## src/rtl/cache_arbiter.sv

```systemverilog
// Arbitrates the shared cacheline memory port between the I-cache and D-cache miss paths.
// One requester is served at a time; simultaneous requests alternate.
module cache_arbiter #(
    parameter int unsigned LINE_WIDTH = 256,
    parameter int unsigned ADDR_WIDTH = 32
) (
    input  logic                  clk,
    input  logic                  rst,

    input  logic                  i_pmem_read,
    input  logic [ADDR_WIDTH-1:0] i_pmem_address,
    output logic [LINE_WIDTH-1:0] i_pmem_rdata,
    output logic                  i_pmem_resp,

    input  logic                  d_pmem_read,
    input  logic                  d_pmem_write,
    input  logic [ADDR_WIDTH-1:0] d_pmem_address,
    input  logic [LINE_WIDTH-1:0] d_pmem_wdata,
    output logic [LINE_WIDTH-1:0] d_pmem_rdata,
    output logic                  d_pmem_resp,

    output logic                  mem_read,
    output logic                  mem_write,
    output logic [ADDR_WIDTH-1:0] mem_address,
    output logic [LINE_WIDTH-1:0] mem_wdata,
    input  logic [LINE_WIDTH-1:0] mem_rdata,
    input  logic                  mem_resp
);

    typedef enum logic [1:0] {StIdle, StServeI, StServeD, StRelease} state_e;

    state_e                state_q;
    logic [ADDR_WIDTH-1:0] addr_q;
    logic [LINE_WIDTH-1:0] wdata_q;
    logic                  is_write_q;
    logic                  last_grant_d_q;

    logic want_i;
    logic want_d;
    logic grant_i;
    logic grant_d;

    // On a tie, the requester that did not win last time gets the port.
    always_comb begin
        want_i  = i_pmem_read;
        want_d  = d_pmem_read | d_pmem_write;
        grant_d = want_d && (!want_i || !last_grant_d_q);
        grant_i = want_i && !grant_d;
    end

    always_ff @(posedge clk or negedge rst) begin
        if (!rst) begin
            state_q        <= StIdle;
            addr_q         <= '0;
            wdata_q        <= '0;
            is_write_q     <= 1'b0;
            last_grant_d_q <= 1'b0;
        end else begin
            case (state_q)
                StIdle: begin
                    if (grant_d) begin
                        state_q        <= StServeD;
                        addr_q         <= d_pmem_address;
                        wdata_q        <= d_pmem_wdata;
                        is_write_q     <= d_pmem_write;
                        last_grant_d_q <= 1'b1;
                    end else if (grant_i) begin
                        state_q        <= StServeI;
                        addr_q         <= i_pmem_address;
                        is_write_q     <= 1'b0;
                        last_grant_d_q <= 1'b0;
                    end
                end
                StServeI, StServeD: begin
                    if (mem_resp) begin
                        state_q <= StRelease;
                    end
                end
                StRelease: state_q <= StIdle;
                default:   state_q <= StIdle;
            endcase
        end
    end

    // Memory-side strobes decode registered state only; resp strobes pass mem_resp through.
    always_comb begin
        mem_read    = (state_q == StServeI) || ((state_q == StServeD) && !is_write_q);
        mem_write   = (state_q == StServeD) && is_write_q;
        mem_address = addr_q;
        mem_wdata   = wdata_q;
        i_pmem_resp = (state_q == StServeI) && mem_resp;
        d_pmem_resp = (state_q == StServeD) && mem_resp;
    end

    assign i_pmem_rdata = mem_rdata;
    assign d_pmem_rdata = mem_rdata;

endmodule
```

## config.mk

```make
export PLATFORM = sky130hd
export DESIGN_NAME = cache_arbiter
export DESIGN_NICKNAME = d
export VERILOG_FILES = /design/src/rtl/cache_arbiter.sv
export SDC_FILE = /design/constraint.sdc
export NUM_CORES = 1
export LEC_CHECK = 0
export CAP_MARGIN = 5
export CORE_AREA = 5 5 536 538
export CTS_BUF_LIST = sky130_fd_sc_hd__clkbuf_8
export DETAILED_ROUTE_END_ITERATION = 6
export DIE_AREA = 0 0 541 543
export GPL_TIMING_DRIVEN = 1
export PLACE_DENSITY = 0.3
export SETUP_SLACK_MARGIN = 0.3
export SLEW_MARGIN = 20
export SYNTH_ARGS = -nofsm -noshare
export SYNTH_HDL_FRONTEND = slang
export SYNTH_SLANG_ARGS = --single-unit
export TNS_END_PERCENT = 1
```

## constraint.sdc

```tcl
create_clock -name clk -period 1.47 [get_ports clk]
set_input_delay 0.3675 -clock clk [delete_from_list [all_inputs] [get_ports clk]]
set_output_delay 0.3675 -clock clk [all_outputs]
set_load 0.1 [all_outputs]
```

# Word level (Yosys, flattened, before mapping)
# Cells that the tools add are included.
# op_classes
eq_ne	5
mux	9
bitwise_logic	1
n_reduce_logical	18
# op_table
operator	count
32-bit 2-to-1 mux	2
1-bit logical AND	6
2-bit 2-to-1 mux	3
2-bit case mux with 3 select lines	1
2-bit AND reduction	3
2-bit equality test, second input constant	2
1-bit logical NOT	4
1-bit 2-to-1 mux	3
3-bit inequality test, second input constant	1
2-bit by 1-bit equality test with 1-bit output, second input constant	1
2-bit logical NOT	1
1-bit logical OR	2
2-bit inequality test, second input constant	1
2-bit nonzero test	1
2-bit OR reduction	1
1-bit bitwise OR	1
# totals
ff_bits	292
inputBits	582
output_inout_bits	804
elab_cells	38

# Depth between registers and ports, before layout
# depth
word_depth	8
mapped_depth	7
mapped_depth_nobuf	5

# Worst setup path after synthesis
# No wires, ideal clock.
# synth_timing
path_type	flip-flop to output port
from	reg state_q[0]
to	out d_pmem_resp
t_arrival_ns	1.378
t_required_ns	1.102
path_slack_ns	-0.276
stages_incl_launch_ff	4
n_path_buf	0
path_cell_list	dfrtp_1 -> inv_1 -> ha_1 -> and2_1
# synth_via
elab_chain_len	2
# synth_lines
item	line_no	source
start, declared	32	state_e state_q;
start signal, assigned	53	state_q <= StIdle;
start signal, assigned	62	state_q <= StServeD;
start signal, assigned	68	state_q <= StServeI;
2-bit equality test	92	d_pmem_resp = (state_q == StServeD) && mem_resp;
1-bit logical AND	92	
end, declared	20	output logic d_pmem_resp,
# No other way between the ends.

# Final worst setup path
# layout_timing
from	reg state_q[0]
to	reg wdata_q[195] (netlist: mem_wdata[195])
# layout_via
elab_chain_len	2
# layout_lines
item	line_no	source
2-bit logical NOT	59	case (state_q)
2-bit AND reduction (no line)	n/a	
end signal, assigned	64	wdata_q <= d_pmem_wdata;
end, declared	34	logic [LINE_WIDTH-1:0] wdata_q;
# No other way between the ends.
# A chain may end at the register's enable or synchronous reset.

==> results.md <==
* Most common cell in the synthesized netlist: buf_4
* RSZ-0062 raised after global routing: true
* Failing checks: setup timing
* DR WL/cell at 24.96 um
* Initial antenna violation count at 43
* Height of the die at 543 um
* Layout cell share with drive strength beyond 1 at 53.08%
* Worst Setup End Kind: flop
* CP max stage delay at 350 ps
* Cell Area, Synth at 0.01604 mm2
* Hold Vio Cnt, Final at 0
* Worst Setup SP: state_q[0]
* CP most frequent cell: buf_6
* Clk buf depth at 3
* Placement row count at 195
* CTS Buf Count at 68
* All-Layer GR Usage at 8.509%
* DR top layer: met5
* Final core utilization at 10.04%
* Placed cell area at 0.02649 mm2
* Prevailing post-synth register cell: dfrtp_1
* Post-Syn Nets at 1806
* Critical Path Source Type: flop
* Initial Utilization at 5.697%
* Synthesized area per cell at 13.15 um2
* Critical Path Stages at 12
* Cells after Synth at 1220
* Post-synthesis register bit count at 292
* Pleak at 11.49 nW
* Vias in the first global route at 11090
* Setup crit end: mem_wdata[195]
* Final WL at 130.9 mm
* CTS tree: done
* WS Path Type: reg2reg
* Synth-to-Final Area Change at 76.26%
* Dpl hpwl at 116.8 mm
* Largest net degree at the start of global routing at 65
* Metal-1 WL at 44.00 mm
* Horiz. Die Dim at 541 um
* Outcome: complete, but fails checks
* Synth area leader: dfrtp_1
* Non-filler cells, final at 5246
* Clock-pin slew on the worst setup and hold paths at 60 ps
* Crit path time final at 2203 ps
* GRT Residual Overflow at 0
* Clock tree sinks at 292
* Ys Warns at 0
* Total of max-cap violations at 0
* Port buffer count at 617
* DRC at 0
* DRT Pass-1 Iters at 4
* Vias per cell at 1.909
* Critical Path Slowest Stage Cell: dfrtp_1
* Critical path's top delay family: buffers and inverters
* Hold crit path type: in2reg
* DR iter-0 viols at 324
* Peak supply drop at 0.9935 mV
* Sequential fraction of the synthesis area at 45.55%
* Final Worst Setup Slack at -732.6 ps
* Reg2Reg Capture Point: mem_wdata[195]
* Final ANT Viol Nets at 0
* Synth area leaders: dfrtp_1, buf_4, mux2_4
* Final Setup Violations at 584
* Slew @ Worst Pin at 414.9 ps
* Slew HR at 72.34%
* Yosys top cell area share at 45.55%
* NumNets Final at 2026
* Design area at 0.02827 mm2
* Ports at 1386
* Post-synth cell types at 22
* FFs w/ async S/R, synth at 100.0%
* Final period util at 149.8%
* Core region area at 0.2816 mm2
* Worst path required time at 2060 ps
* H-tree Lvls at 3
* Insertion delay to the later sink of the worst-skew pair at 740 ps
* Root Buffer: clkbuf_8
* FF-to-FF Start: state_q[0]
* First-pass GRT wire length at 156.5 mm
* Vias at 10020
* CP bufs+invs at 9
* Worst Path Arrival at 2790 ps
* Filler Cell Count at 32170
* Synth top cells by count: buf_4, dfrtp_1, mux2_4, mux2i_1, nand2_1
* Reg2reg setup slack at -730 ps
* Crit-path max FO at 12
* Cell Pwr Density at 3364 mW/mm2
* Metal2 WL at 57.33 mm
* Final Slew Violations at 0
* Placed insts at 5099
* GP Congestion at 0.7285
* Max Freq at 454.0 MHz
* Dpl ws at -921.6 ps
* Die area at 0.2938 mm2
* EDFF count, synth at 0
* FF-to-FF path depth at 12
* Final setup skew at 41.16 ps
* Routed wl met3 at 24.90 mm
* CP cell instances: inv_2 > buf_4 > buf_6 > buf_6 > buf_6 > buf_6 > ha_4 > nand2_8 > buf_16 > buf_12 > buf_12 > mux2_4
==> layout by cell type (no fill, tap or decap), types with 3 or more instances in the layout <==
cell type and count:
clkinv_2 6, clkdlybuf4s50_1 324, diode_2 11, bufinv_16 4, mux2_2 24, inv_1 25, nand2_1 34, clkbuf_8 82
o21ai_1 32, dfrtp_2 49, dfrtp_1 243, buf_6 17, and2_4 3, buf_4 41, ha_4 3, inv_6 4
mux2i_1 34, buf_12 311, mux2_4 233
==> power by group <==
part           total, W  internal, W  leakage (nW)  switching, W
clock network    0.0103      0.00578         0.828       0.00453
logic            0.0669       0.0244          7.24        0.0426
registers        0.0179       0.0124          3.42       0.00549
==> metal layers <==
layer | GRT usage, % | vias to the layer above
met2 | 13.08 | 1023
li1 | - | 4005
met1 | 8.204 | 4698
met4 | 2.971 | 10
met5 | 0.8055 | -
met3 | 7.467 | 281
==> registers in the layout, indices dropped and copies added, names as in the netlist <==
signal,cells
state_q,2
mem_wdata,256
mem_address,32
is_write_q,1
last_grant_d_q,1
==> what timing repair did <==
action | 4_1_cts | 5_1_grt
gates cloned | 0 | 2
gates resized for setup | 102 | 7
hold endpoints to repair | 292 | 0
hold buffers | 2 | 0
setup buffers | 10 | 0
pin swaps | 8 | 0
setup endpoints to repair | 584 | 584
==> kinds of logic (layout without fill, tap and decap cells) <==
group | Yosys count | after routing | synth area share (%)
other cells | 0 | 11 | 0
compound gates | 38 | 38 | 1.310
buf+inv | 554 | 826 | 26.26
simple gates | 41 | 41 | 1.045
mux | 291 | 291 | 25.52
flops | 292 | 292 | 45.55
fa+ha+maj | 4 | 4 | 0.3120
==> metrics by stage <==
step / setup TNS (ps) / hold WS, ps / power [W]
2_1_floorplan: 0 / 71.91 / 0.06080
3_3_place_gp: -215950 / 226.8 / 0.08574
3_5_place_dp: -213170 / 227.7 / 0.08585
4_1_cts: -278880 / 94.17 / 0.09756
5_1_grt: -295910 / 139.0 / 0.09936
6_report: -239660 / 233.7 / 0.09511
==> area by class of cell <==
class	count	area (um2)	area share [%]
diodes	11	27.53	0.09736
clock buffers	82	1129	3.992
clock inverters	40	297.8	1.053
inverters	3	11.26	0.03983
multi-input cells	374	4632	16.38
flip-flops and latches	292	7368	26.06
well taps	3743	4683	16.56
repair buffers	701	10120	35.81
==> worst min-delay path by stage <==
stage | start | end | slack (ps) | cells past startpoint
after floorplan | rst | is_write_q | 70 | 0
after global placement | rst | mem_wdata[175] | 230 | 1
after detailed placement | rst | mem_wdata[175] | 230 | 1
after CTS | d_pmem_wdata[222] | mem_wdata[222] | 90 | 2
after global routing | d_pmem_wdata[249] | mem_wdata[249] | 140 | 2
final | d_pmem_wdata[231] | mem_wdata[231] | 230 | 2
No activity file was read; power rests on OpenSTA's default activity.
